[src/rtl/phy_types_pkg.sv]
// Shared 8b/10b receive-side types: frame length select, symbol width,
// and the comma / start-of-frame code groups in both running disparities.
package phy_types_pkg;

  localparam int SYM_W            = 10;
  localparam int DEF_SYM_PER_FLIT = 4;

  typedef enum logic {
    LONG  = 1'b0,
    SHORT = 1'b1
  } comma_length_sel_t;

  typedef logic [SYM_W-1:0]                  sym_t;
  typedef logic [DEF_SYM_PER_FLIT*SYM_W-1:0] flit_enc_t;

  // Code groups written abcdeifghj, bit 'a' in the MSB position.
  localparam sym_t K28_5_RDN = 10'b0011111010;
  localparam sym_t K28_5_RDP = 10'b1100000101;
  localparam sym_t K28_0_RDN = 10'b0011110100;
  localparam sym_t K28_0_RDP = 10'b1100001011;
  localparam sym_t K28_2_RDN = 10'b0011110101;
  localparam sym_t K28_2_RDP = 10'b1100001010;

  // True when the window equals either disparity form of a code group.
  function automatic logic sym_is(input sym_t win, input sym_t rdn, input sym_t rdp);
    return (win == rdn) || (win == rdp);
  endfunction

endpackage

[src/rtl/rx_sym_match_8b_10b.sv]
// Combinational classifier for the 10-bit receive window: align comma
// (K28.5), long start-of-frame (K28.0) and short start-of-frame (K28.2).
module rx_sym_match_8b_10b
  import phy_types_pkg::*;
(
  input  logic [SYM_W-1:0] i_win,
  output logic             o_is_align,
  output logic             o_is_sof_long,
  output logic             o_is_sof_short
);

  assign o_is_align     = sym_is(i_win, K28_5_RDN, K28_5_RDP);
  assign o_is_sof_long  = sym_is(i_win, K28_0_RDN, K28_0_RDP);
  assign o_is_sof_short = sym_is(i_win, K28_2_RDN, K28_2_RDP);

endmodule

[src/rtl/rx_align_8b_10b.sv]
// 8b/10b receive aligner: acquires symbol lock on K28.5, parses K28.0/K28.2
// start-of-frame symbols and assembles one encoded flit with a done pulse.
// Optional build macro ALIGN_CONFIRM_EN: lock only after two K28.5 commas
// exactly one symbol apart (adds a CONFIRM state between HUNT and IDLE).
module rx_align_8b_10b
  import phy_types_pkg::*;
#(
  parameter int SYM_PER_FLIT = 4
)
(
  input  logic                          clk,
  input  logic                          rst,
  input  logic                          rx_bit,
  input  logic                          rx_valid,
  output logic [SYM_PER_FLIT*SYM_W-1:0] enc_flit,
  output logic                          done,
  output comma_length_sel_t             comma_length_sel,
  output logic                          err,
  output logic                          locked
);

  localparam int FLIT_W = SYM_PER_FLIT * SYM_W;
  localparam int CNT_W  = $clog2(SYM_PER_FLIT + 1);
  localparam logic [CNT_W-1:0] N_LONG  = CNT_W'(SYM_PER_FLIT);
  localparam logic [CNT_W-1:0] N_SHORT = CNT_W'(SYM_PER_FLIT / 2);

  typedef enum logic [1:0] {
    ST_HUNT,
    ST_CONFIRM,
    ST_IDLE,
    ST_COLLECT
  } state_t;

  state_t              r_state;
  logic [8:0]          r_sr;
  logic [3:0]          r_bit_cnt;
  logic [CNT_W-1:0]    r_sym_cnt;
  comma_length_sel_t   r_len;
  logic [FLIT_W-1:0]   r_buf;
  logic [FLIT_W-1:0]   r_enc_flit;
  comma_length_sel_t   r_sel;
  logic                r_done;
  logic                r_err;
  logic                r_locked;

  logic [SYM_W-1:0]    w_win;
  logic                w_is_align;
  logic                w_is_sof_long;
  logic                w_is_sof_short;
  logic                w_boundary;
  logic                w_last;
  logic [FLIT_W-1:0]   w_flit_next;

  assign w_win      = {r_sr, rx_bit};
  assign w_boundary = rx_valid && (r_bit_cnt == 4'd9);
  assign w_last     = (r_sym_cnt + CNT_W'(1)) == ((r_len == LONG) ? N_LONG : N_SHORT);

  rx_sym_match_8b_10b u_match (
    .i_win          (w_win),
    .o_is_align     (w_is_align),
    .o_is_sof_long  (w_is_sof_long),
    .o_is_sof_short (w_is_sof_short)
  );

  // Staging view of the flit with the current window dropped into its slot;
  // short frames zero the upper half so stale long-frame data never leaks out.
  always_comb begin
    w_flit_next = r_buf;
    for (int i = 0; i < SYM_PER_FLIT; i++) begin
      if (CNT_W'(i) == r_sym_cnt) begin
        w_flit_next[i*SYM_W +: SYM_W] = w_win;
      end else if ((r_len == SHORT) && (i >= SYM_PER_FLIT / 2)) begin
        w_flit_next[i*SYM_W +: SYM_W] = '0;
      end
    end
  end

  // Bit shift register and partial-frame buffer (pure data, no reset).
  always_ff @(posedge clk) begin
    if (rx_valid) begin
      r_sr <= w_win[8:0];
      if ((r_state == ST_COLLECT) && w_boundary &&
          !w_is_align && !w_is_sof_long && !w_is_sof_short) begin
        r_buf <= w_flit_next;
      end
    end
  end

  // Alignment / framing FSM with registered outputs.
  always_ff @(posedge clk) begin
    if (rst) begin
      r_state    <= ST_HUNT;
      r_bit_cnt  <= 4'd0;
      r_sym_cnt  <= '0;
      r_len      <= LONG;
      r_enc_flit <= '0;
      r_sel      <= LONG;
      r_done     <= 1'b0;
      r_err      <= 1'b0;
      r_locked   <= 1'b0;
    end else begin
      r_done <= 1'b0;
      r_err  <= 1'b0;
      if (rx_valid) begin
        r_bit_cnt <= w_boundary ? 4'd0 : r_bit_cnt + 4'd1;
        unique case (r_state)
          ST_HUNT: begin
            if (w_is_align) begin
              r_bit_cnt <= 4'd0;
`ifdef ALIGN_CONFIRM_EN
              r_state   <= ST_CONFIRM;
              r_locked  <= 1'b0;
`else
              r_state   <= ST_IDLE;
              r_locked  <= 1'b1;
`endif
            end
          end
`ifdef ALIGN_CONFIRM_EN
          ST_CONFIRM: begin
            // A comma in a new phase restarts the confirmation window.
            if (w_is_align && !w_boundary) begin
              r_bit_cnt <= 4'd0;
            end else if (w_boundary) begin
              if (w_is_align) begin
                r_state  <= ST_IDLE;
                r_locked <= 1'b1;
              end else begin
                r_state  <= ST_HUNT;
                r_locked <= 1'b0;
              end
            end
          end
`endif
          ST_IDLE, ST_COLLECT: begin
            if (w_is_align && !w_boundary) begin
              // Comma off the symbol grid: flag it and relock on this bit.
              r_err     <= 1'b1;
              r_bit_cnt <= 4'd0;
`ifdef ALIGN_CONFIRM_EN
              r_state   <= ST_CONFIRM;
              r_locked  <= 1'b0;
`else
              r_state   <= ST_IDLE;
              r_locked  <= 1'b1;
`endif
            end else if (w_boundary) begin
              if (r_state == ST_IDLE) begin
                if (w_is_sof_long || w_is_sof_short) begin
                  r_len     <= w_is_sof_long ? LONG : SHORT;
                  r_sym_cnt <= '0;
                  r_state   <= ST_COLLECT;
                end
              end else if (w_is_align) begin
                r_err   <= 1'b1;
                r_state <= ST_IDLE;
              end else if (w_is_sof_long || w_is_sof_short) begin
                r_err     <= 1'b1;
                r_len     <= w_is_sof_long ? LONG : SHORT;
                r_sym_cnt <= '0;
              end else if (w_last) begin
                r_enc_flit <= w_flit_next;
                r_sel      <= r_len;
                r_done     <= 1'b1;
                r_state    <= ST_IDLE;
              end else begin
                r_sym_cnt <= r_sym_cnt + CNT_W'(1);
              end
            end
          end
          default: begin
            r_state  <= ST_HUNT;
            r_locked <= 1'b0;
          end
        endcase
      end
    end
  end

  assign enc_flit         = r_enc_flit;
  assign comma_length_sel = r_sel;
  assign done             = r_done;
  assign err              = r_err;
  assign locked           = r_locked;

endmodule

[config.mk]
export PLATFORM = sky130hd
export DESIGN_NAME = rx_align_8b_10b
export DESIGN_NICKNAME = d
export VERILOG_FILES = /design/src/rtl/phy_types_pkg.sv /design/src/rtl/rx_sym_match_8b_10b.sv /design/src/rtl/rx_align_8b_10b.sv
export SDC_FILE = /design/constraint.sdc
export NUM_CORES = 1
export LEC_CHECK = 0
export CAP_MARGIN = 20
export CORE_MARGIN = 5
export CORE_UTILIZATION = 55
export DETAILED_ROUTE_END_ITERATION = 6
export GPL_TIMING_DRIVEN = 0
export PLACE_DENSITY_LB_ADDON = 0.05
export SYNTH_ARGS = -nofsm -noshare
export SYNTH_HDL_FRONTEND = slang
export SYNTH_HIERARCHICAL = 1
export SYNTH_SLANG_ARGS = --single-unit
export TNS_END_PERCENT = 20
[constraint.sdc]
create_clock -name clk -period 5 [get_ports clk]
set_clock_uncertainty 0.05 [all_clocks]
set_input_delay 1 -clock clk [delete_from_list [all_inputs] [get_ports clk]]
set_output_delay 1 -clock clk [all_outputs]
set_load 0.1 [all_outputs]
==> metrics.txt, run 1 <==
standard-cell rows 33; design area 5522 um^2; via count of the first global-routing pass 3340; fraction of the mapped netlist area in compound gates 10.46%; FF-to-FF Start r_sr[3]; biggest area contributors in the synthesized netlist sky130_fd_sc_hd__edfxtp_1 31%, sky130_fd_sc_hd__dfxtp_1 23%, sky130_fd_sc_hd__nor3_2 8.3%, sky130_fd_sc_hd__mux2_2 7.2%, sky130_fd_sc_hd__a21oi_1 5.1%; area occupied by registers 2552 um^2; buffers and inverters on the worst path 5; power density over cell area approximately 270 nW/um^2; CTS tree built; WHS Path Cells 2; data arrival time of the critical path 3910 ps; CTS clk-pin slew, worst paths 100 ps; highest signal layer in the routed design met4; worst endpoint required time ~5300 ps; I/O pin count 48; Max clock buf depth 2; count of instances resized after the clock tree is built 0; primary flip-flop cell chosen by synthesis mapping sky130_fd_sc_hd__dfxtp_1; Yosys Warn Count 6; overflow left after global routing 0; ratio of cells with drive above 1 in the final layout 25.32%; run status finished clean; post-detailed-routing wire length 10500 um; proportion of synthesized flip-flops having asynchronous set or reset 0%; most frequent cell on the critical path sky130_fd_sc_hd__buf_2; cell with the most instances after synthesis sky130_fd_sc_hd__dfxtp_1; overall fraction of global-route tracks in use 21.26%; DR iter-0 viols 144; count of flip-flops with a built-in enable after synthesis slightly below 50; minimum clock period 3666 ps; H-tree depth 3; number of filler cells placed in the layout around 670; capture endpoint of the worst hold path err; total of max-cap violations 0; clock network fraction of design power 38.4%; core box area slightly above 8000 um^2; Root Buffer Master sky130_fd_sc_hd__clkbuf_8; Net Switching approximately 330 uW; static leakage 1.613 nW; Residual DRC 0; mapped cell area between 4000 and 5000 um^2; TritonCTS Buffers 9; number of sinks on the clock net a little over 100; met1 layer wirelength in the final routing 4633 um; cell breakdown of the critical path clkdlybuf4s50_1, nor4bb_1, nand4_1, o31ai_1, buf_2, nor4b_2, nand3_2, inv_2, buf_2, buf_12, a21oi_1, nor3_1; most area-hungry cell type in the Yosys netlist sky130_fd_sc_hd__edfxtp_1; Synth Register Bits 103; main combinational cell family by area after synthesis simple AND/OR/NAND/NOR gates; total via count after detailed routing roughly 3400; critical path start-end classification in2reg; delay contributed by the slowest stage of the critical path 660 ps; Top delay family on crit path buffers and inverters; count of buffers from port buffering 46; Pint around 1.2 mW; post-DR wirelength/cell 18.38 um; multi-input logic area approximately 1900 um^2; Synth Instances 403; Post-CTS Repair Setup Buffers 0; register-to-register path setup slack 1980 ps; critical path launch point type input port; Max IR drop VDD 0.2017 mV; fin nets 472; Tcrit/Tclk final 73.32%; final hold violation count 0; maximum number of pins on one net before global-route repair 50; DP Area 5283 um^2; drt pass-1 iters 4; sequential fraction of the synthesis area 54.41%; number of diodes added for antenna fixing 0; synthesized netlist net count 414; Clk Latency, worst-skew pair between 300 and 400 ps; kind of path behind the tightest hold check reg2reg; proportion of total power due to net switching 21.88%; starting density of the core 56.80%; final setup violation count 0; vertical die dimension 102.4 um; Post-Synth Simple-Gate Area around a fifth; post-synthesis share of cell area spent on full adders, half adders and majority gates 1.867%; met3 WL post-DR roughly 700 um; Setup Total Neg Slack 0 ps; Post-CTS Hold Buffers 0; proportion of power drawn by combinational gates under 10%; final RePlAce weighted congestion roughly 0.82; Post-synth top cells 54 x sky130_fd_sc_hd__dfxtp_1, 49 x sky130_fd_sc_hd__edfxtp_1, 48 x sky130_fd_sc_hd__a21oi_1; Final HPWL DP 6984 um; maximum fanout along the worst path 40; first-pass GRT wire length 17000 um; crit path max-delay cell type sky130_fd_sc_hd__clkdlybuf4s50_1; highest attainable clock frequency 272.8 MHz; transition time of the tightest slew-check pin approximately 1000 ps; post-synthesis average cell area 11.64 um^2; antenna-violating nets left 0; width of the die 102.4 um; full die area 10480 um^2; hold wc startpoint r_state[1]; top cell type's share of synthesized area 31.37%; setup repair after global routing missed its margin false; worst reg2reg path endpoint enc_flit[34]; area added between synthesis and finish 17.71%; Seq pwr share 59.5%; number of slew-limit violations in the final report 0; capturing element type of the critical path register; number of distinct standard cells referenced by the synthesized netlist 51; total length of routed met2 wires 5050 um; parity-gate share of the synthesized area counting xor and xnor cells 0%; worst slew margin relative to its limit 34.40%; depth of the worst register-to-register path 11; drt via density about 5.9; multiplexer share of the synthesized area 7.202%; number of antenna violations at the first check in global routing 0
## layer usage
metal  vias up  track usage (%)
met4         0            6.458
met1      1681            28.83
met3        12            4.846
met5         -                0
li1       1609                -
met2        87            34.18
## final cells by class
type                    instances  area share [%]
inverters                       8          0.5438
well taps                     105           2.379
repair buffers                 47           8.702
clock buffers                  10           2.311
plain buffers                  32           3.512
multi-input cells             260           34.67
flip-flops and latches        103           46.23
clock inverters                 6           1.654
## state kept, by name, summed over array words and instances (netlist names)
register / flops
r_len: 1
done: 1
r_buf: 40
locked: 1
enc_flit: 40
err: 1
r_bit_cnt: 4
r_sr: 9
r_sym_cnt: 3
r_state: 2
comma_length_sel: 1
## worst max-delay path by stage
| stage | from | endpoint | slack (ps) | cells after the start |
|---|---|---|---|---|
| 2_1_floorplan | rx_bit | enc_flit[32] | 2010 | 10 |
| 3_3_place_gp | rx_bit | enc_flit[39] | 670 | 11 |
| 3_5_place_dp | rx_bit | enc_flit[34] | 600 | 11 |
| 4_1_cts | rx_bit | enc_flit[39] | 970 | 11 |
| 5_1_grt | rx_bit | enc_flit[33] | 1180 | 12 |
| 6_report | rx_bit | enc_flit[34] | 1330 | 12 |
## stage by stage
| stage | cells | worst slack, ps | hold WS (ps) | utilization, % | power, mW |
|---|---|---|---|---|---|
| 3_5_place_dp | 554 | 600.0 | 436.7 | 63.97 | 0.9525 |
| 4_1_cts | 570 | 966.8 | 449.9 | 66.62 | 1.526 |
| 6_report | 571 | 1334 | 454.0 | 66.86 | 1.515 |
| 3_3_place_gp | 554 | 665.1 | 433.9 | 63.97 | 0.9508 |
| 5_1_grt | 571 | 1178 | 487.8 | 66.86 | 1.569 |
| 2_1_floorplan | 403 | 2006 | 410.0 | - | 0.9322 |
## worst reg2reg max path: stages (launching register included)
cell and delay [ps]:
sky130_fd_sc_hd__edfxtp_1 610, sky130_fd_sc_hd__and4_1 300, sky130_fd_sc_hd__nand4b_1 110, sky130_fd_sc_hd__o31ai_1 80, sky130_fd_sc_hd__buf_2 180, sky130_fd_sc_hd__nor4b_2 320
sky130_fd_sc_hd__nand3_2 250, sky130_fd_sc_hd__inv_2 190, sky130_fd_sc_hd__buf_2 300, sky130_fd_sc_hd__buf_12 270, sky130_fd_sc_hd__a21oi_1 120, sky130_fd_sc_hd__nor3_1 170
## cells by family (layout without fill, tap and decap cells)
| group | after synthesis | after routing |
|---|---|---|
| buffers and inverters | 40 | 103 |
| adders and majority gates | 7 | 7 |
| DFF | 103 | 103 |
| AOI/OAI and AO/OA | 83 | 83 |
| and+or+nand+nor | 140 | 140 |
| muxes | 30 | 30 |
## layout by cell type (no fill, tap or decap), drive strengths merged, types with 4 or more instances in the layout
cell type,n
a21oi,48
a22o,9
a31oi,4
buf,24
clkbuf,19
clkdlybuf4s50,46
dfxtp,54
edfxtp,49
ha,7
inv,11
mux2,30
nand2,9
nand2b,11
nand4,4
nor2,5
nor2b,10
nor3,81
o21ai,10
## power groups by stage
stage | clock, mW | sequential, mW | combinational (mW)
floorplan | 0 | 0.911 | 0.0214
detailed placement | 0 | 0.920 | 0.0325
global route | 0.631 | 0.902 | 0.0361
CTS | 0.593 | 0.901 | 0.0327
global placement | 0 | 0.919 | 0.0315
finish | 0.582 | 0.901 | 0.0326
Note: power is estimated with default switching activity, not from simulation.
==> run 2, diff against run 1 <==
- CORE_UTILIZATION: 55 -> 51
- clock period: 5 -> 3 ns (I/O delays scaled with it)
==> metrics.txt, run 2 (synthesis gave the netlist of run 1 again) <==
drt pass-1 iters 4; setup repair after global routing missed its margin false; leading cell type in the layout, fill and taps excluded sky130_fd_sc_hd__dfxtp_1; Max clock buf depth 2; WHS Path Cells 2; number of antenna violations at the first check in global routing 0; CTS clk-pin slew, worst paths 100 ps; data arrival time of the critical path just under 3000 ps; full die area 11220 um^2; count of buffers from port buffering 46; number of filler cells placed in the layout 773; vertical die dimension 105.9 um; H-tree depth 3; I/O pin count 48; final setup violation count 0; number of sinks on the clock net 103; worst hold slack around 440 ps; count of instances resized after the clock tree is built 5; TritonCTS Buffers 9; width of the die 105.9 um; power density over cell area 437.5 nW/um^2; total of max-cap violations 0; number of slew-limit violations in the final report 0; capturing element type of the critical path register; total via count after detailed routing 3297; post-detailed-routing wire length 10320 um; via count of the first global-routing pass 3199; static leakage roughly 1.6 nW; post-DR wirelength/cell approximately 18 um; area occupied by registers between 2000 and 3000 um^2; area added between synthesis and finish 17.07%; Residual DRC 0; fin nets 471; Tcrit/Tclk final between 80% and 90%; worst slew margin relative to its limit 34.42%; starting density of the core between 50% and 60%; standard-cell rows 35; setup slack of the critical path after layout about 310 ps; top library cells by usage in the layout, fill and taps aside 54 x sky130_fd_sc_hd__dfxtp_1, 49 x sky130_fd_sc_hd__edfxtp_1, 48 x sky130_fd_sc_hd__a21oi_1; maximum number of pins on one net before global-route repair 50; worst endpoint required time 3230 ps; depth of the worst register-to-register path 10; final hold violation count 0; overall fraction of global-route tracks in use a little under a fifth; CTS tree built; multi-input logic area between 1500 and 2000 um^2; drt via density 5.734; Post-CTS Repair Setup Buffers 0; Final HPWL DP about 6900 um; antenna-violating nets left 0; core box area a little over 9000 um^2; overflow left after global routing 0; number of diodes added for antenna fixing 0; Max IR drop VDD 0.2533 mV; final RePlAce weighted congestion 0.7713; DP Area 5290 um^2; minimum clock period between 2000 and 3000 ps; design area 5492 um^2; critical path start-end classification in2reg; highest attainable clock frequency 372.2 MHz; Root Buffer Master sky130_fd_sc_hd__clkbuf_8; first-pass GRT wire length ~17000 um; Clk Latency, worst-skew pair about 350 ps; run status finished clean; transition time of the tightest slew-check pin just under 1000 ps; ratio of cells with drive above 1 in the final layout between 20 and 30%; DR iter-0 viols 127; kind of path behind the tightest hold check reg2reg; Post-CTS Hold Buffers 0; pre-CTS setup slack -1036 ps; critical path launch point type input port; share of the core filled with cells in the final layout 60.29%; maximum fanout along the worst path between 40 and 50
[run 2: power by group]
group / internal (mW) / switching [mW] / leakage (nW)
sequential: 1.47 / 0.0272 / 0.787
clock: 0.384 / 0.466 / 0.0923
combinational: 0.0200 / 0.0332 / 0.709
[run 2: worst paths after layout]
| kind | start | endpoint | slack (ps) |
|---|---|---|---|
| max reg2reg | r_sr[2] | enc_flit[33] | 330 |
| max | rx_bit | enc_flit[33] | 310 |
| min | comma_length_sel | comma_length_sel | 440 |
| min reg2reg | comma_length_sel | comma_length_sel | 440 |
[run 2: routing by layer]
layer  GRT usage, %  routed length, um  vias to the layer above
met1          26.27               4789                     1599
met3          4.797                505                       12
met2          29.96               4872                       75
met5              0                  0                        -
li1               -                  -                     1611
met4          5.180                151                        0
[run 2: stage by stage]
step,total power [mW],cells,TNS [ps]
2_1_floorplan,1.554,403,0
3_3_place_gp,1.585,560,-53040
3_5_place_dp,1.587,560,-55890
4_1_cts,2.430,575,0
5_1_grt,2.500,575,0
6_report,2.403,575,0
[run 2: worst max-delay path, cell delays in order]
cell and delay (ps):
sky130_fd_sc_hd__dlygate4sd2_1 400, sky130_fd_sc_hd__nor4bb_1 210, sky130_fd_sc_hd__nand4_1 120, sky130_fd_sc_hd__o31ai_1 70
sky130_fd_sc_hd__buf_2 180, sky130_fd_sc_hd__nor4b_2 310, sky130_fd_sc_hd__nand3_2 230, sky130_fd_sc_hd__inv_2 210
sky130_fd_sc_hd__buf_12 290, sky130_fd_sc_hd__a21oi_1 100, sky130_fd_sc_hd__nor3_1 170
[run 2: layout make-up]
| class | instances | area share, % |
|---|---|---|
| Buffer | 32 | 3.805 |
| Clock buffer | 10 | 2.324 |
| Clock inverter | 5 | 1.094 |
| Inverter | 8 | 0.5468 |
| Multi-Input combinational cell | 260 | 34.86 |
| Sequential cell | 103 | 46.48 |
| Tap cell | 111 | 2.529 |
| Timing Repair Buffer | 46 | 8.362 |
==> run 3, diff against run 2 <==
- CORE_UTILIZATION: 51 -> 55
- DONT_BUFFER_PORTS: unset -> 1
==> metrics.txt, run 3 (synthesis gave the netlist of run 1 again) <==
run status finished clean; Max clock buf depth 2; Root Buffer Master sky130_fd_sc_hd__clkbuf_8; antenna-violating nets left 0; maximum number of pins on one net before global-route repair 50; number of sinks on the clock net 103; TritonCTS Buffers 9; setup repair after global routing missed its margin false; final RePlAce weighted congestion 0.7981; transition time of the tightest slew-check pin around 1000 ps; H-tree depth 3; final cell count without fillers 524; area added between synthesis and finish 7.602%; worst slew margin relative to its limit 32.83%; final setup violation count 0; critical path start-end classification reg2reg; top library cells by usage in the layout, fill and taps aside 54 x sky130_fd_sc_hd__dfxtp_1, 49 x sky130_fd_sc_hd__edfxtp_1, 48 x sky130_fd_sc_hd__a21oi_1; cell breakdown of the critical path and4_1, nand4b_1, o31ai_1, buf_2, nor4b_2, nand3_2, inv_2, buf_12, a21oi_1, nor3_1; Residual DRC 0; first-pass GRT wire length 16330 um; starting density of the core 56.80%; count of buffers from port buffering 0; worst endpoint required time around 3200 ps; total placed cells including tap cells 508; leading cell type in the layout, fill and taps excluded sky130_fd_sc_hd__dfxtp_1; final hold violation count 0; critical path launch point type register; Final HPWL DP 6795 um; fin nets 426; full die area 10480 um^2; minimum clock period roughly 2800 ps; DR iter-0 viols 156; overflow left after global routing 0; number of slew-limit violations in the final report 0; CTS clk-pin slew, worst paths 100 ps; number of filler cells placed in the layout 694; post-detailed-routing wire length roughly 10000 um; standard-cell rows 33; post-DR wirelength/cell 19.67 um; core box area 8258 um^2; vertical die dimension just over 100 um; width of the die roughly 100 um; number of antenna violations at the first check in global routing 0; static leakage approximately 1.4 nW; delay contributed by the slowest stage of the critical path around 580 ps; Post-CTS Hold Buffers 0; Clk Latency, worst-skew pair approximately 360 ps; Tcrit/Tclk final 92.16%; total via count after detailed routing 3152; CTS tree built; number of diodes added for antenna fixing 0; drt pass-1 iters 4; capturing element type of the critical path register; kind of path behind the tightest hold check in2reg; maximum fanout along the worst path 49; highest attainable clock frequency 361.7 MHz; total of max-cap violations 0; Max IR drop VDD roughly 0.29 mV; share of the core filled with cells in the final layout 61.12%; drt via density approximately 6; overall fraction of global-route tracks in use 20.67%; crit path max-delay cell type sky130_fd_sc_hd__edfxtp_1; data arrival time of the critical path 3010 ps; ratio of cells with drive above 1 in the final layout 28.16%; power density over cell area 485.9 nW/um^2; I/O pin count 48; via count of the first global-routing pass 3110
[run 3: cell count changes in the layout (fill, tap and decap cells not counted), sizes merged]
cell           delta
inv               +3
clkdlybuf4s50    -45
dlygate4sd2       -1
clkinvlp          -1
clkinv            -2
buf               +1
[run 3: timing repair]
| action | in CTS | in global routing |
|---|---|---|
| endpoints found under the setup margin | 49 | 9 |
| gates resized for setup | 2 | 3 |
| buffers inserted | 0 | 1 |
[run 3: cell type report]
class / count / area, um^2 / share of cell area [%]
multi-input cells: 260 / 1914 / 37.93
flip-flops and latches: 103 / 2552 / 50.57
plain buffers: 32 / 209.0 / 4.140
clock buffers: 10 / 137.6 / 2.727
repair buffers: 1 / 7.507 / 0.1487
clock inverters: 5 / 65.06 / 1.289
well taps: 105 / 131.4 / 2.603
inverters: 8 / 30.03 / 0.5949
[run 3: layer usage]
layer	GRT usage [%]	share of wire [%]	vias up
met5	0	0	-
met4	6.054	0.97	0
met3	5.461	6.4	11
met2	33.13	47	75
met1	27.69	45	1552
li1	-	-	1514
[run 3: worst max-delay path, delay by kind of cell, from the launching register on]
kind / cells / cell delay, ps
flip-flops: 1 / 580
AO/OA/AOI/OAI: 2 / 180
buffers and inverters: 3 / 680
AND/OR/NAND/NOR: 5 / 1190
[run 3: final timing paths]
path,startpoint,endpoint,slack [ps],cells after the start
worst min-delay path,rx_bit,r_sr[0],280,0
worst max-delay path,r_sr[5],enc_flit[33],240,10
worst min register to register,r_bit_cnt[3],r_bit_cnt[3],450,2
worst max register to register,r_sr[5],enc_flit[33],240,10
[run 3: through the flow]
stage                     hold WS [ps]  setup TNS (ps)  setup WS [ps]  area [um^2]  power [mW]
after detailed placement         436.1          -15650         -384.2         4822       1.579
after global placement           436.2          -13530         -302.3         4822       1.578
after CTS                        267.9               0          92.07         5031       2.475
final                            281.5               0          235.2         5047       2.453
after global routing             249.8               0          28.88         5047       2.551
after floorplan                  410.0               0          406.4         4691       1.554
[run 3: where the power goes]
| part | switching (mW) | leakage (nW) | total, mW | internal [mW] |
|---|---|---|---|---|
| Clock | 0.489 | 0.105 | 0.905 | 0.416 |
| Combinational | 0.0304 | 0.556 | 0.0497 | 0.0193 |
| Sequential | 0.0251 | 0.787 | 1.50 | 1.47 |
| Total | 0.545 | 1.45 | 2.45 | 1.91 |
